[src/rtl/ctrl_spi_pkg.sv]
// ---------------------------------------------------------------------------
// ctrl_spi_pkg
// Shared types and helpers for the theremin control-frame SPI master.
//   state_t   : frame sequencer states
//   CH_*      : channel index of each control value within the frame
//   half_cyc  : clk cycles per SCLK half period, never below one
// ---------------------------------------------------------------------------
package ctrl_spi_pkg;

    typedef enum logic [2:0] {
        IDLE,
        SETUP,
        LOW,
        HIGH,
        HOLD,
        GAP
    } state_t;

    localparam int unsigned CH_A16    = 0;
    localparam int unsigned CH_A8     = 1;
    localparam int unsigned CH_A5     = 2;
    localparam int unsigned CH_A4     = 3;
    localparam int unsigned CH_BLEND  = 4;
    localparam int unsigned CH_DELAY  = 5;
    localparam int unsigned CH_FEEDBK = 6;
    localparam int unsigned CH_GAIN   = 7;

    // Integer floor of f_clk/(2*f_sclk), clamped to at least one cycle.
    function automatic int unsigned half_cyc(input int unsigned f_clk,
                                             input int unsigned f_sclk);
        int unsigned h;
        h = f_clk / (2 * f_sclk);
        return (h == 0) ? 1 : h;
    endfunction

endpackage

[src/rtl/spi_half_tick.sv]
// ---------------------------------------------------------------------------
// spi_half_tick
// Reloadable half-period counter: pulses o_tick_c on the HALF-th enabled
// cycle, then restarts. Cleared whenever the sequencer changes state.
//   clk, reset_n : clock, asynchronous active-low reset
//   i_en         : count enable
//   i_clr        : restart count from zero
//   o_tick_c     : combinational tick, high on the last cycle of a half period
// ---------------------------------------------------------------------------
module spi_half_tick #(
    parameter int unsigned HALF = 1
) (
    input  logic clk,
    input  logic reset_n,
    input  logic i_en,
    input  logic i_clr,
    output logic o_tick_c
);

    localparam int unsigned W_CNT = (HALF > 1) ? $clog2(HALF + 1) : 1;

    logic [W_CNT-1:0] r_cnt;

    assign o_tick_c = i_en && (r_cnt == W_CNT'(HALF - 1));

    // Wrap on tick so consecutive half periods in one state stay aligned.
    always_ff @(posedge clk or negedge reset_n) begin
        if (!reset_n) begin
            r_cnt <= '0;
        end else if (i_clr || o_tick_c || !i_en) begin
            r_cnt <= '0;
        end else begin
            r_cnt <= r_cnt + W_CNT'(1);
        end
    end

endmodule

[src/rtl/ctrl_spi_master.sv]
// ---------------------------------------------------------------------------
// ctrl_spi_master
// SPI mode-0 master that latches the eight control channels on go and sends
// them as one SS_n-framed burst, channel 0 first, MSB first, followed by an
// inter-frame gap.
// Build option: define CTRL_SPI_CHECKSUM_EN to append an XOR-of-all-channels
// byte after the last channel (receiver must match).
//   clk, reset_n : clock, asynchronous active-low reset
//   in           : channel i at in[i*BITS +: BITS]
//   go           : frame request, ignored while busy
//   busy         : frame or gap in progress
//   done         : one-cycle pulse as SS_n rises
//   SCLK/MOSI/SS_n : SPI pins, all registered
// ---------------------------------------------------------------------------
module ctrl_spi_master
    import ctrl_spi_pkg::*;
#(
    parameter int unsigned BITS  = 8,
    parameter int unsigned N_CH  = 8,
    parameter int unsigned fCLK  = 50_000_000,
    parameter int unsigned fSCLK = 1_000_000
) (
    input  logic                 clk,
    input  logic                 reset_n,
    input  logic [N_CH*BITS-1:0] in,
    input  logic                 go,
    output logic                 busy,
    output logic                 done,
    output logic                 SCLK,
    output logic                 MOSI,
    output logic                 SS_n
);

    localparam int unsigned HALF = half_cyc(fCLK, fSCLK);
`ifdef CTRL_SPI_CHECKSUM_EN
    localparam int unsigned N_TOT = (N_CH + 1) * BITS;
`else
    localparam int unsigned N_TOT = N_CH * BITS;
`endif
    localparam int unsigned W_BIT = $clog2(N_TOT + 1);

    state_t             r_state;
    state_t             w_next;
    logic               w_tick;
    logic               w_load;
    logic               w_shift;
    logic [N_TOT-1:0]   w_frame;
    logic [N_TOT-1:0]   r_shift;
    logic [W_BIT-1:0]   r_bits;
    logic               r_gap2;
    logic               r_sclk;
    logic               r_ss_n;
    logic               r_busy;
    logic               r_done;

    spi_half_tick #(
        .HALF (HALF)
    ) u_half_tick (
        .clk      (clk),
        .reset_n  (reset_n),
        .i_en     (r_state != IDLE),
        .i_clr    (w_next != r_state),
        .o_tick_c (w_tick)
    );

    // Frame image: channel 0 in the top bits so the MSB of the vector leaves first.
`ifdef CTRL_SPI_CHECKSUM_EN
    logic [BITS-1:0] w_csum;
    always_comb begin
        w_frame = '0;
        w_csum  = '0;
        for (int i = 0; i < int'(N_CH); i++) begin
            w_frame[N_TOT-1-i*BITS -: BITS] = in[i*BITS +: BITS];
            w_csum = w_csum ^ in[i*BITS +: BITS];
        end
        w_frame[BITS-1:0] = w_csum;
    end
`else
    always_comb begin
        w_frame = '0;
        for (int i = 0; i < int'(N_CH); i++) begin
            w_frame[N_TOT-1-i*BITS -: BITS] = in[i*BITS +: BITS];
        end
    end
`endif

    // State register.
    always_ff @(posedge clk or negedge reset_n) begin
        if (!reset_n) begin
            r_state <= IDLE;
        end else begin
            r_state <= w_next;
        end
    end

    // Next-state and datapath strobes.
    always_comb begin
        w_next  = r_state;
        w_load  = 1'b0;
        w_shift = 1'b0;
        case (r_state)
            IDLE: begin
                if (go) begin
                    w_next = SETUP;
                    w_load = 1'b1;
                end
            end
            SETUP: if (w_tick) w_next = LOW;
            LOW:   if (w_tick) w_next = HIGH;
            HIGH: begin
                if (w_tick) begin
                    if (r_bits == W_BIT'(N_TOT - 1)) begin
                        w_next = HOLD;
                    end else begin
                        w_next  = LOW;
                        w_shift = 1'b1;
                    end
                end
            end
            HOLD:  if (w_tick) w_next = GAP;
            GAP:   if (w_tick && r_gap2) w_next = IDLE;
            default: w_next = IDLE;
        endcase
    end

    // Shift register, counters and pins; pins are decoded from the next state
    // so they change on the same edge as the state.
    always_ff @(posedge clk or negedge reset_n) begin
        if (!reset_n) begin
            r_shift <= '0;
            r_bits  <= '0;
            r_gap2  <= 1'b0;
            r_sclk  <= 1'b0;
            r_ss_n  <= 1'b1;
            r_busy  <= 1'b0;
            r_done  <= 1'b0;
        end else begin
            if (w_load) begin
                r_shift <= w_frame;
                r_bits  <= '0;
            end else if (w_shift) begin
                r_shift <= {r_shift[N_TOT-2:0], 1'b0};
                r_bits  <= r_bits + W_BIT'(1);
            end
            // The gap spans two half periods.
            if (r_state != GAP) begin
                r_gap2 <= 1'b0;
            end else if (w_tick) begin
                r_gap2 <= 1'b1;
            end
            r_sclk <= (w_next == HIGH);
            r_ss_n <= (w_next == IDLE) || (w_next == GAP);
            r_busy <= (w_next != IDLE);
            r_done <= (r_state == HOLD) && (w_next == GAP);
        end
    end

    assign SCLK = r_sclk;
    assign MOSI = r_shift[N_TOT-1];
    assign SS_n = r_ss_n;
    assign busy = r_busy;
    assign done = r_done;

endmodule
[config.mk]
export PLATFORM = sky130hd
export DESIGN_NAME = ctrl_spi_master
export DESIGN_NICKNAME = d
export VERILOG_FILES = /design/src/rtl/ctrl_spi_pkg.sv /design/src/rtl/spi_half_tick.sv /design/src/rtl/ctrl_spi_master.sv
export SDC_FILE = /design/constraint.sdc
export NUM_CORES = 1
export LEC_CHECK = 0
export CELL_PAD_IN_SITES_DETAIL_PLACEMENT = 1
export CELL_PAD_IN_SITES_GLOBAL_PLACEMENT = 1
export CORE_UTILIZATION = 30
export DETAILED_ROUTE_END_ITERATION = 10
export MAX_ROUTING_LAYER = met4
export PLACE_DENSITY_LB_ADDON = 0.1
export SLEW_MARGIN = 20
export SYNTH_ARGS = -nofsm -noshare
export SYNTH_HDL_FRONTEND = slang
export SYNTH_SLANG_ARGS = --single-unit
export TNS_END_PERCENT = 10
[constraint.sdc]
create_clock -name clk -period 5.38 [get_ports clk]
set_input_delay 0.538 -clock clk [delete_from_list [all_inputs] [get_ports clk]]
set_output_delay 0.538 -clock clk [all_outputs]
set_load 0.02 [all_outputs]
# Word-level counts from Yosys, hierarchy flattened
# Index checks and enable logic that the tools add are counted.
[op_classes]
n_addsub = 2
eq_ne = 11
n_mux = 20
n_reduce_logical = 13
[ops]
columns = ["operator", "n"]
rows = [
  ["$mux W64", 2],
  ["$mux W3", 7],
  ["$pmux W3 S6", 1],
  ["$mux W7", 2],
  ["$eq A3 B2 Y1 const B", 3],
  ["$eq A3 B3 Y1 const B", 3],
  ["$add A7 B1 Y7 const B", 1],
  ["$eq A7 B6 Y1 const B", 1],
  ["$mux W1", 7],
  ["$logic_not A3 Y1", 2],
  ["$reduce_bool A3 Y1", 2],
  ["$add A5 B1 Y5 const B", 1],
  ["$eq A5 B5 Y1 const B", 1],
  ["$mux W5", 1],
  ["$reduce_bool A2 Y1", 2],
  ["$eq A3 B1 Y1 const B", 1],
  ["$logic_and A1 B1 Y1", 3],
  ["$logic_or A1 B1 Y1", 3],
  ["$ne A3 B3 Y1", 1],
  ["$ne A3 B3 Y1 const B", 1],
  ["$logic_not A1 Y1", 1],
]
[word_totals]
register_bits = 84
elab_cells = 55

# Logic depth before layout (Yosys ltp)
[logic_depth]
depth_word = 9
ltp_mapped = 10

# Cells and area by module
# Synthesis repeated with hierarchy kept, for this count alone.
[hier_totals]
hier_cells = 321
area_unflattened_um2 = 3812.4
[modules_own_cells]
columns = ["module", "instances", "cells_each", "area_each_um2"]
rows = [
  ["ctrl_spi_master", 1, 298, 3567.2],
  ["spi_half_tick", 1, 23, 245.2],
]

# Least setup slack after synthesis
# OpenSTA, ideal clock, no wires.
[synth_path]
path_kind = "register -> register"
start = "reg u_half_tick.r_cnt[0]"
end = "reg r_shift[12]"
setup_time_ns = 0.126
t_arrival_ns = 1.743
t_required_ns = 5.254
setup_slack_ns = 3.511
path_stages_with_launch = 10
n_path_buf = 3
period_less_slack_ns = 1.869
cell_sequence = "dfrtp_1 > inv_1 > ha_1 > and4b_1 > buf_6 > and3_4 > buf_4 > buf_6 > and3_1 > a221o_1"
[synth_via]
elab_chain_cells = 5
[synth_rtl]
columns = ["item", "line_no", "text"]
rows = [
  ["start, declared", "spi_half_tick.sv:22", "logic [W_CNT-1:0] r_cnt;"],
  ["start signal, assigned", "spi_half_tick.sv:33", "r_cnt <= r_cnt + W_CNT'(1);"],
  ["$eq A5 B5 Y1", "spi_half_tick.sv:24", "assign o_tick_c = i_en && (r_cnt == W_CNT'(HALF - 1));"],
  ["$logic_and A1 B1 Y1", "spi_half_tick.sv:24", ""],
  ["$mux W1", "ctrl_spi_master.sv:111", "if (w_tick) begin"],
  ["$mux W1", "ctrl_spi_master.sv:101", "case (r_state)"],
  ["$reduce_bool A2 Y1 (no source line)", "-", ""],
  ["end signal, assigned", "ctrl_spi_master.sv:139", "r_shift <= w_frame;"],
  ["end signal, assigned", "ctrl_spi_master.sv:142", "r_shift <= {r_shift[N_TOT-2:0], 1'b0};"],
  ["end, declared", "ctrl_spi_master.sv:48", "logic [N_TOT-1:0] r_shift;"],
]
# Every way passes these cells.
# A chain may end at the register's enable or synchronous reset.

# Worst setup path in the final report
[layout_path]
start = "reg u_half_tick.r_cnt[0]"
end = "reg r_shift[4]"
# Same word-level chain as after synthesis.

==> impl_metrics.json <==
{
  "max_freq_mhz": 356,
  "yosys_register_bits": 84,
  "grt_antenna_before_repair": 0,
  "gr-usage-all-layers_pct": 17.4,
  "grt_first_pass_wirelength_um": 19100,
  "synth.yosys.seq_area_share_pct": 50.2,
  "drt-initial-drc-count": 203,
  "synthesis.nets": 501,
  "ys_async_sr_fraction_pct": 100,
  "clock_sink_count": 84,
  "die_h_um": 120,
  "net-switching-power_mw": 0.694,
  "hold_path.class": "in -> async",
  "nets": 546,
  "report.final.hold_viol_count": 0,
  "cp.arrival_ns": 3.04,
  "synthesis.yosys.warnings": 0,
  "path_max_fanout": 66,
  "final_max_slew_viol_count": 0,
  "route.detailed.vias_per_inst": 5.24,
  "io_pins": 72,
  "critical_path.top_delay_family": "simple AND/OR/NAND/NOR gates",
  "layout_min_cycle_time_ns": 2.81,
  "grt-ovfl-total": 0,
  "cpMaxStageDelayCell": "sky130_fd_sc_hd__and3_4",
  "design.die.area_sq_um": 14400,
  "worstPathBufferInverterCount": 2,
  "type_of_origin_of_the_critical_path": "flip-flop",
  "maxCapViolations": 0,
  "critPathMaxStageDelay_ns": 0.69,
  "timing.setup.tns_ns": 0,
  "die_width_um": 120,
  "n_antenna_cell": 0,
  "finalSetupViolations": 0,
  "post_route_total_power_mw": 2.31,
  "power.leakage_nw": 2.17,
  "core_area_sq_um": 13500,
  "max_slew.worst_pin.slew_ns": 0.897,
  "ant_nets": 0,
  "number_of_buffers_added_to_fix_hold_violations_after_cts": 0,
  "route.final.wire_length_um": 11300,
  "synth_cells": 431,
  "number_of_synthesized_flops_with_an_enable_pin": 0,
  "clk-insertion-delay-late_ns": 0.35,
  "tritoncts": "built",
  "cell_at_the_root_of_the_clock_tree": "sky130_fd_sc_hd__clkbuf_16",
  "timing.critical_path.cells": "inv_1 > ha_1 > and4b_1 > and3_4 > nand2_1 > buf_4 > a221o_1",
  "rsz0062_at_grt": "no",
  "fin_worst_skew_ns": 0.00751,
  "combPwrFrac_pct": 27.2,
  "design_area_sq_um": 5200,
  "share_of_final_layout_standard_cells_stronger_than_drive_strength_1_pct": 5.42,
  "final_core_utilization_pct": 38.7,
  "cts_made_buffers": 9,
  "outcome": "finished, final reports clean",
  "critPathRequiredTime_ns": 5.61,
  "cts.path.max_buffers": 2,
  "power.clock.fraction_pct": 26.8,
  "cts_setup_buffers": 0,
  "final_cycle_utilization_of_the_critical_path_pct": 52.3,
  "peak_supply_drop_mv": 0.162,
  "routability_congestion_estimate": 0.712,
  "first_global_vias": 3681,
  "power_per_cell_area_nw_per_um2": 443,
  "synth.cell_area_sq_um": 4190,
  "sequentialPowerShare_pct": 46.0,
  "first_pass_iteration_count_of_the_detailed_router": 4,
  "drc": 0,
  "cts.htree.levels": 3,
  "cell_internal_pwr_mw": 1.61,
  "post_dp_cell_area_sq_um": 4920,
  "place.port_buffers": 71,
  "cts-resized-gates": 0,
  "slew_headroom_pct": 40.2,
  "dp_hpwl_um": 6720,
  "clkSlewWorstSetupHoldPaths_ns": 0.06,
  "synthFlopType": "sky130_fd_sc_hd__dfrtp_1",
  "critPathKind": "reg -> reg",
  "syn_area_per_cell_sq_um": 9.72,
  "floorplan.rows": 42,
  "area_growth_pct": 24.2,
  "starting_density_of_the_core_pct": 31.1,
  "dr_total_vias": 3438,
  "grt_start_max_net_pins": 70,
  "wl_per_cell_um": 17.2,
  "setup.reg_to_reg.worst_slack_ns": 2.57,
  "timing.critical_path.to_type": "flip-flop",
  "post_synth_num_cell_types": 38,
  "swShare_pct": 30.1
}
## stage by stage
step / hold WS (ns) / setup WS (ns) / cells
2_1_floorplan: 0.242 / 3.51 / 431
3_3_place_gp: 0.416 / 2.59 / 641
3_5_place_dp: 0.415 / 2.53 / 641
4_1_cts: 0.0405 / 2.52 / 656
5_1_grt: 0.0457 / 2.34 / 656
6_report: 0.0418 / 2.57 / 656
## layer usage
metal	track usage [%]	vias to the layer above	wire length, um
met1	23.3	1704	5420
met4	6.09	0	174
li1	-	1661	-
met3	3.73	14	506
met5	-	-	0
met2	26.1	59	5190
## Yosys cell counts (3+ instances only)
cell	n	area [sq um]
sky130_fd_sc_hd__xor2_1	3	26.3
sky130_fd_sc_hd__clkbuf_1	22	82.6
sky130_fd_sc_hd__buf_6	10	113
sky130_fd_sc_hd__nand2_1	9	33.8
sky130_fd_sc_hd__o31ai_1	3	22.5
sky130_fd_sc_hd__a31oi_1	35	219
sky130_fd_sc_hd__a221o_1	29	290
sky130_fd_sc_hd__and2_1	32	200
sky130_fd_sc_hd__ha_1	3	37.5
sky130_fd_sc_hd__and3_1	31	194
sky130_fd_sc_hd__o21ai_0	39	195
sky130_fd_sc_hd__a21oi_1	9	45.0
sky130_fd_sc_hd__nor2_1	45	169
sky130_fd_sc_hd__dfrtp_1	83	2080
sky130_fd_sc_hd__inv_1	4	15.0
sky130_fd_sc_hd__buf_2	10	50.1
sky130_fd_sc_hd__nand3_1	40	200
sky130_fd_sc_hd__or4_1	3	22.5
## flip-flops by register name, summed over array words and instances (netlist names)
register / cells
SCLK: 1
r_bits: 7
busy: 1
r_shift: 64
done: 1
SS_n: 1
r_state: 3
r_gap2: 1
u_half_tick.r_cnt: 5
## cell type report
type / count / area (sq um)
well taps: 176 / 220
flip-flops and latches: 84 / 2100
clock buffers: 13 / 250
multi-input cells: 300 / 1830
fillers: 1571 / 8250
clock inverters: 2 / 35.0
inverters: 4 / 15.0
repair buffers: 77 / 753
## power groups by stage
stage	Sequential, mW	Clock [mW]	Combinational, mW
after floorplan	1.01	0	0.482
after global placement	1.07	0	0.612
after detailed placement	1.06	0	0.640
after CTS	1.06	0.638	0.644
after global routing	1.10	0.662	0.716
final	1.06	0.619	0.627
## placed cells by master, fill, tap and decap left out, types with 3 or more instances in the layout
cell type                         netlist  final
sky130_fd_sc_hd__clkbuf_16              0      9
sky130_fd_sc_hd__nand3_1               40     40
sky130_fd_sc_hd__inv_1                  4      4
sky130_fd_sc_hd__buf_4                  1      7
sky130_fd_sc_hd__o21ai_0               39     39
sky130_fd_sc_hd__clkbuf_1              22      3
sky130_fd_sc_hd__o31ai_1                3      3
sky130_fd_sc_hd__dfrtp_1               83     83
sky130_fd_sc_hd__and2_1                32     32
sky130_fd_sc_hd__clkdlybuf4s50_1        0     70
sky130_fd_sc_hd__a21oi_1                9      9
sky130_fd_sc_hd__and3_1                31     31
sky130_fd_sc_hd__or4_1                  3      3
sky130_fd_sc_hd__a221o_1               29     29
sky130_fd_sc_hd__a31oi_1               35     35
sky130_fd_sc_hd__nor2_1                45     45
sky130_fd_sc_hd__nand2_1                9      8
sky130_fd_sc_hd__ha_1                   3      3
sky130_fd_sc_hd__xor2_1                 3      3
## path summary, 6_finish.rpt
check / startpoint / endpoint / cells past startpoint
hold reg to reg: u_half_tick.r_cnt[0] / u_half_tick.r_cnt[0] / 1
hold / removal: reset_n / r_shift[31] / 1
setup / recovery: u_half_tick.r_cnt[0] / r_shift[4] / 7
min in group clk: u_half_tick.r_cnt[0] / u_half_tick.r_cnt[0] / 1
setup reg to reg: u_half_tick.r_cnt[0] / r_shift[4] / 7
max in group asynchronous: reset_n / r_shift[61] / 2
## worst register-to-register path: stages, from the launching register on
cell                      delay, ns
sky130_fd_sc_hd__dfrtp_1       0.41
sky130_fd_sc_hd__inv_1         0.07
sky130_fd_sc_hd__ha_1          0.13
sky130_fd_sc_hd__and4b_1       0.39
sky130_fd_sc_hd__and3_4        0.69
sky130_fd_sc_hd__nand2_1       0.30
sky130_fd_sc_hd__buf_4         0.32
sky130_fd_sc_hd__a221o_1       0.37
## cells by family (layout without fill, tap and decap cells)
logic type | Yosys count | count (layout) | synth area share (%)
compound gates | 120 | 120 | 19.4
xor+xnor | 4 | 4 | 0.836
fa+ha+maj | 3 | 3 | 0.896
buf+inv | 47 | 96 | 6.39
flops | 84 | 84 | 50.2
mux | 1 | 1 | 0.239
simple gates | 172 | 172 | 22.0
No activity file was read; power rests on OpenSTA's default activity.
